[src/rtl/div_ctrl_pkg.sv]
// Shared types and constants for the multi-cycle divide sequencer.
package div_ctrl_pkg;

    // Iterations per non-trivial divide; tied to the 32-bit datapath.
    localparam int unsigned DivCyclesDefault = 32;

    // Sequencer states, 2-bit encoding.
    typedef enum logic [1:0] {
        DivIdle = 2'd0,
        DivRun  = 2'd1,
        DivDone = 2'd2
    } div_state_e;

    // Magnitude of a 32-bit operand; only treated as signed when en is set.
    // 0x80000000 maps to itself, which is the correct unsigned magnitude.
    function automatic logic [31:0] abs_val(input logic [31:0] v, input logic en);
        return (en && v[31]) ? (~v + 32'd1) : v;
    endfunction

    // Two's-complement negate when neg is set.
    function automatic logic [31:0] cond_neg(input logic [31:0] v, input logic neg);
        return neg ? (~v + 32'd1) : v;
    endfunction

endpackage

[src/rtl/div_step.sv]
// One combinational restoring-divide iteration.
module div_step (
    input  logic [32:0] rem_in,
    input  logic [31:0] quo_in,
    input  logic [31:0] divisor,
    output logic [32:0] rem_out,
    output logic [31:0] quo_out
);

    logic [33:0] shifted;
    logic [33:0] diff;
    logic        ge;

    // Shift {r, q} left one bit, then subtract the divisor if it fits.
    // Working at 34 bits keeps the borrow visible so divisors with bit 31
    // set compare correctly.
    always_comb begin
        shifted = {rem_in, quo_in[31]};
        diff    = shifted - {2'b00, divisor};
        ge      = ~diff[33];
        rem_out = ge ? diff[32:0] : shifted[32:0];
        quo_out = {quo_in[30:0], ge};
    end

endmodule

[src/rtl/div_ctrl.sv]
// Multi-cycle DIV/DIVU sequencer for the execute stage: operand capture,
// 32-step restoring divide, sign fixup, stall request and flush handling.
module div_ctrl
    import div_ctrl_pkg::*;
#(
    parameter int unsigned DIV_CYCLES = DivCyclesDefault
) (
    input  logic        clk,
    input  logic        rst,
    input  logic        start,
    input  logic        signed_div,
    input  logic [31:0] opa,
    input  logic [31:0] opb,
    input  logic        annul,
    output logic [63:0] result,
    output logic        ready,
    output logic        stall_div
);

    localparam int unsigned CntW = $clog2(DIV_CYCLES);
    localparam logic [CntW-1:0] CntLast = CntW'(DIV_CYCLES - 1);

    div_state_e      state_q;
    logic [CntW-1:0] cnt_q;
    logic [32:0]     rem_q;
    logic [31:0]     quo_q;
    logic [31:0]     dvs_q;
    logic            neg_quo_q;
    logic            neg_rem_q;
    logic            ready_q;

    logic [32:0]     step_rem;
    logic [31:0]     step_quo;
    logic [31:0]     hi_fix;
    logic [31:0]     lo_fix;

    div_step u_div_step (
        .rem_in  (rem_q),
        .quo_in  (quo_q),
        .divisor (dvs_q),
        .rem_out (step_rem),
        .quo_out (step_quo)
    );

    // Sequencer FSM with operand capture, iteration and registered ready.
    always_ff @(posedge clk or posedge rst) begin
        if (rst) begin
            state_q   <= DivIdle;
            cnt_q     <= '0;
            rem_q     <= '0;
            quo_q     <= '0;
            dvs_q     <= '0;
            neg_quo_q <= 1'b0;
            neg_rem_q <= 1'b0;
            ready_q   <= 1'b0;
        end else begin
            ready_q <= 1'b0;
            if (annul) begin
                // Flush wins over everything, including a same-cycle start.
                state_q <= DivIdle;
            end else begin
                unique case (state_q)
                    DivIdle: begin
                        if (start) begin
                            if (opb == 32'd0) begin
                                // Divide by zero: raw operands, no sign fixup.
                                rem_q     <= {1'b0, opa};
                                quo_q     <= 32'hFFFF_FFFF;
                                neg_quo_q <= 1'b0;
                                neg_rem_q <= 1'b0;
                                state_q   <= DivDone;
                                ready_q   <= 1'b1;
                            end else begin
                                rem_q     <= '0;
                                quo_q     <= abs_val(opa, signed_div);
                                dvs_q     <= abs_val(opb, signed_div);
                                neg_quo_q <= signed_div & (opa[31] ^ opb[31]);
                                neg_rem_q <= signed_div & opa[31];
                                cnt_q     <= '0;
                                state_q   <= DivRun;
                            end
                        end
                    end
                    DivRun: begin
                        rem_q <= step_rem;
                        quo_q <= step_quo;
                        cnt_q <= cnt_q + 1'b1;
                        if (cnt_q == CntLast) begin
                            state_q <= DivDone;
                            ready_q <= 1'b1;
                        end
                    end
                    DivDone: begin
                        state_q <= DivIdle;
                    end
                    default: begin
                        state_q <= DivIdle;
                    end
                endcase
            end
        end
    end

    // Sign fixup at the result mux; result is only driven during the ready pulse.
    always_comb begin
        lo_fix = cond_neg(quo_q, neg_quo_q);
        hi_fix = cond_neg(rem_q[31:0], neg_rem_q);
        result = ready_q ? {hi_fix, lo_fix} : 64'd0;
    end

    // Stall while a divide is pending and its result is not yet available.
    always_comb begin
        ready     = ready_q;
        stall_div = start & ~ready_q & ~annul;
    end

endmodule
[config.mk]
export PLATFORM = sky130hd
export DESIGN_NAME = div_ctrl
export DESIGN_NICKNAME = d
export VERILOG_FILES = /design/src/rtl/div_ctrl_pkg.sv /design/src/rtl/div_step.sv /design/src/rtl/div_ctrl.sv
export SDC_FILE = /design/constraint.sdc
export NUM_CORES = 1
export LEC_CHECK = 0
export BUFFER_PORTS_ARGS = -buffer_cell sky130_fd_sc_hd__buf_4
export CAP_MARGIN = 40
export CORE_UTILIZATION = 49
export DETAILED_ROUTE_END_ITERATION = 12
export PLACE_DENSITY_LB_ADDON = 0.15
export REMOVE_ABC_BUFFERS = 1
export SYNTH_ARGS = -nofsm -noshare
export SYNTH_HDL_FRONTEND = slang
export SYNTH_SLANG_ARGS = --single-unit
export TNS_END_PERCENT = 10
[constraint.sdc]
create_clock -name clk -period 3.1 [get_ports clk]
set_input_delay 0.31 -clock clk [delete_from_list [all_inputs] [get_ports clk]]
set_output_delay 0.31 -clock clk [all_outputs]
set_load 0.02 [all_outputs]
==> metrics.yaml <==
critical_path:
  critPathRequiredTime_ps: 2790
  path_class: "reg2out"
  cpMaxStageDelayCell: "or4_4"
  crit_family: "simple AND/OR/NAND/NOR gates"
  worstSetupStartpointType: "flip-flop"
  crit_arrival_ps: 3430
  worstSetupEndpointType: "primary output"
  rr_worst_depth: 15
  path_max_fanout: 5
  crit_buf_inv: 3
  path_depth: 11
  max_stage_delay_ps: 430
  path_cells: "nor3_2 -> nand3_1 -> or3_4 -> or4_4 -> or3_4 -> o41a_1 -> buf_4 -> buf_4 -> nor3_2 -> and3b_1 -> buf_6"
  rrSetupSlack_ps: 40
finish:
  num_antenna_cells: 0
  num-nets-final: 1640
  fin_cells: 1802
  fin_area_um2: 13100
  drive_gt1_share_pct: 26.7
  area_growth_pct: 33.2
  fill_cells: 1700
  fin_util_pct: 66.9
synth:
  netlist_instances: 1285
  syn_avg_cell_area_um2: 7.66
  synth.distinct_cells: 69
  syn_area_um2: 9840
  yosys_warnings: 0
  synth_area_leaders: "dfrtp_1 (27%), xnor2_1 (8.1%), a21oi_1 (6.8%)"
  synth_edf_count: 0
  synth_seq_cells: 107
  async_reset_ff_share_pct: 100
  synth_top_area_share_pct: 27.2
  ys_dominant_reg_cell: "dfrtp_1"
  ys_seq_area_share_pct: 27.2
  synth_top_area_cell: "dfrtp_1"
run_status:
  status: "complete, but fails checks"
  violations: "setup timing"
sta:
  fmax_ghz: 0.268
  fin_crit_ps: 3740
  whs_ps: 132
  setup_viol: 24
  final_hold_viol_count: 0
  fin_crit_sh_pct: 121
  clock_skew_ps: 8.84
  layout_setup_ws_ps: -636
  rsz0062_at_grt: "true"
  drv_slew: 0
  slew_headroom_pct: 51.8
  tightest_slew_ps: 722
drt:
  via_count: 10300
  drt_wl_total_mm: 30.0
  drt-initial-drc-count: 532
  drc: 0
  drt_first_pass_iters: 5
  avgRoutedWirePerCell_um: 16.7
  viasPerCell: 5.69
  drtAntennaViolNets: 0
placement:
  dp_hpwl_mm: 23.3
  dp_cells: 1778
  port_buffers: 134
  dp_slack_ps: -244
  gp_congestion: 0.965
  place_area_um2: 12200
clock_tree:
  cts.sinks: 107
  cts_inserted_buffers: 9
  cts_tree: "yes"
  root_buffer: "clkbuf_16"
  clock_path_buffers: 2
  h-tree-depth: 3
  clk_latency_ps: 370
  cts.reportedPaths.clkPinSlew_ps: 80
global_routing:
  overflow: 0
  track_usage_pct: 29.8
  grt_pass1_vias: 9715
  grt_pass1_wl_mm: 48.3
  antenna_found_initial: 0
  grt_max_degree: 58
floorplanning:
  die_y_um: 144
  rows: 51
  pin_count: 135
  core-area_um2: 19600
  die_w_um: 144
  floorplan.die_area_um2: 20700
  initial_core_util_pct: 50.2
power:
  power_leakage_nw: 5.83
  ir_drop_uv: 417
  power_density_nw_per_um2: 860
min_path:
  hold_path_class: "in2reg"
  min_path_cells: 2
job:
  maxCapViolations: 0
==> logic make-up after synthesis <==
| family | after synthesis | synth area share [%] |
|---|---|---|
| buffers and inverters | 129 | 5.03 |
| multiplexers | 21 | 2.19 |
| XOR/XNOR | 137 | 12.2 |
| AO/OA/AOI/OAI | 419 | 26.0 |
| adder cells (fa/ha/maj) | 39 | 5.03 |
| flip-flops | 107 | 27.2 |
| AND/OR/NAND/NOR | 433 | 22.4 |
==> metrics by stage <==
| step | power, mW | TNS (ps) |
|---|---|---|
| 2_1_floorplan | 6.56 | -49150 |
| 3_3_place_gp | 9.27 | -3290 |
| 3_5_place_dp | 9.34 | -4790 |
| 4_1_cts | 10.9 | -10110 |
| 5_1_grt | 12.1 | -14730 |
| 6_report | 11.3 | -10670 |
==> synth_stat cells (all sizes together) (8+ instances only) <==
master,instances
a21oi,133
o21ai,127
nand2,126
dfrtp,107
xnor2,91
nor2,89
and2,67
inv,61
clkbuf,57
xor2,46
ha,38
nor3,31
o31ai,30
or3,23
a22oi,19
mux2i,17
a21o,14
o21a,14
or4,14
a31oi,13
nor4,13
a211oi,11
and3,11
buf,11
nand3,11
nand2b,10
nand4,8
nor2b,8
o211ai,8
o41ai,8
==> metal layers <==
| layer | global-route usage (%) | up-vias | share of wire [%] |
|---|---|---|---|
| met5 | 0 | - | 0 |
| met1 | 39.3 | 4854 | 45 |
| met4 | 11.7 | 0 | 3.1 |
| li1 | - | 5075 | - |
| met3 | 3.37 | 57 | 4.8 |
| met2 | 49.9 | 268 | 47 |
==> worst register-to-register path, delay by kind of cell (launching register included) <==
family          cells  cell delay [ps]
compound gates      5              960
fa+ha+maj           1              270
buf+inv             5              830
flops               1              430
mux                 1              180
simple gates        3              260
==> area by class of cell <==
type                    instances  area [um^2]  area share [%]
clock inverters                 7         98.8           0.754
repair buffers                304         2400            18.3
flip-flops and latches        107         2680            20.4
well taps                     265          332            2.53
multi-input cells            1049         7130            54.4
inverters                      61          231            1.77
clock buffers                   9          225            1.72
==> placed cells by master, fill, tap and decap left out, types with 19 or more instances in the layout <==
cell     synthesis  layout
a21oi_1        133     123
xnor2_1         91      91
buf_4            1     285
nor3_1          29      25
inv_1           61      60
ha_1            38      34
nand2_1        126     122
xor2_1          46      45
o31ai_1         30      22
or3_1           23      19
dfrtp_1        107     105
and2_1          66      66
nor2_1          88      85
o21ai_0        125     112
==> what timing repair did <==
item	4_1_cts	5_1_grt
hold buffers	1	0
pin swaps	9	5
buffers inserted	2	5
hold endpoints to repair	18	0
setup endpoints to repair	53	64
resized for setup	57	55
==> worst paths after layout <==
kind,startpoint,to
max in group asynchronous,rst,dvs_q[23]
setup reg to reg,rem_q[2],rem_q[7]
setup / recovery,quo_q[4],result[27]
min in group asynchronous,rst,quo_q[3]
hold reg to reg,cnt_q[0],cnt_q[0]
hold / removal,annul,state_q[1]
==> state kept, by name, summed over array words and instances, names as in the netlist <==
register	cells
state_q	2
neg_quo_q	1
rem_q	33
neg_rem_q	1
ready	1
cnt_q	5
quo_q	32
dvs_q	32
==> where the power goes <==
group	total (mW)	internal [mW]	switching, mW
combinational	7.65	3.70	3.95
sequential	2.33	1.83	0.493
clock	1.29	0.715	0.577
Power figures use the tool's default switching activity.
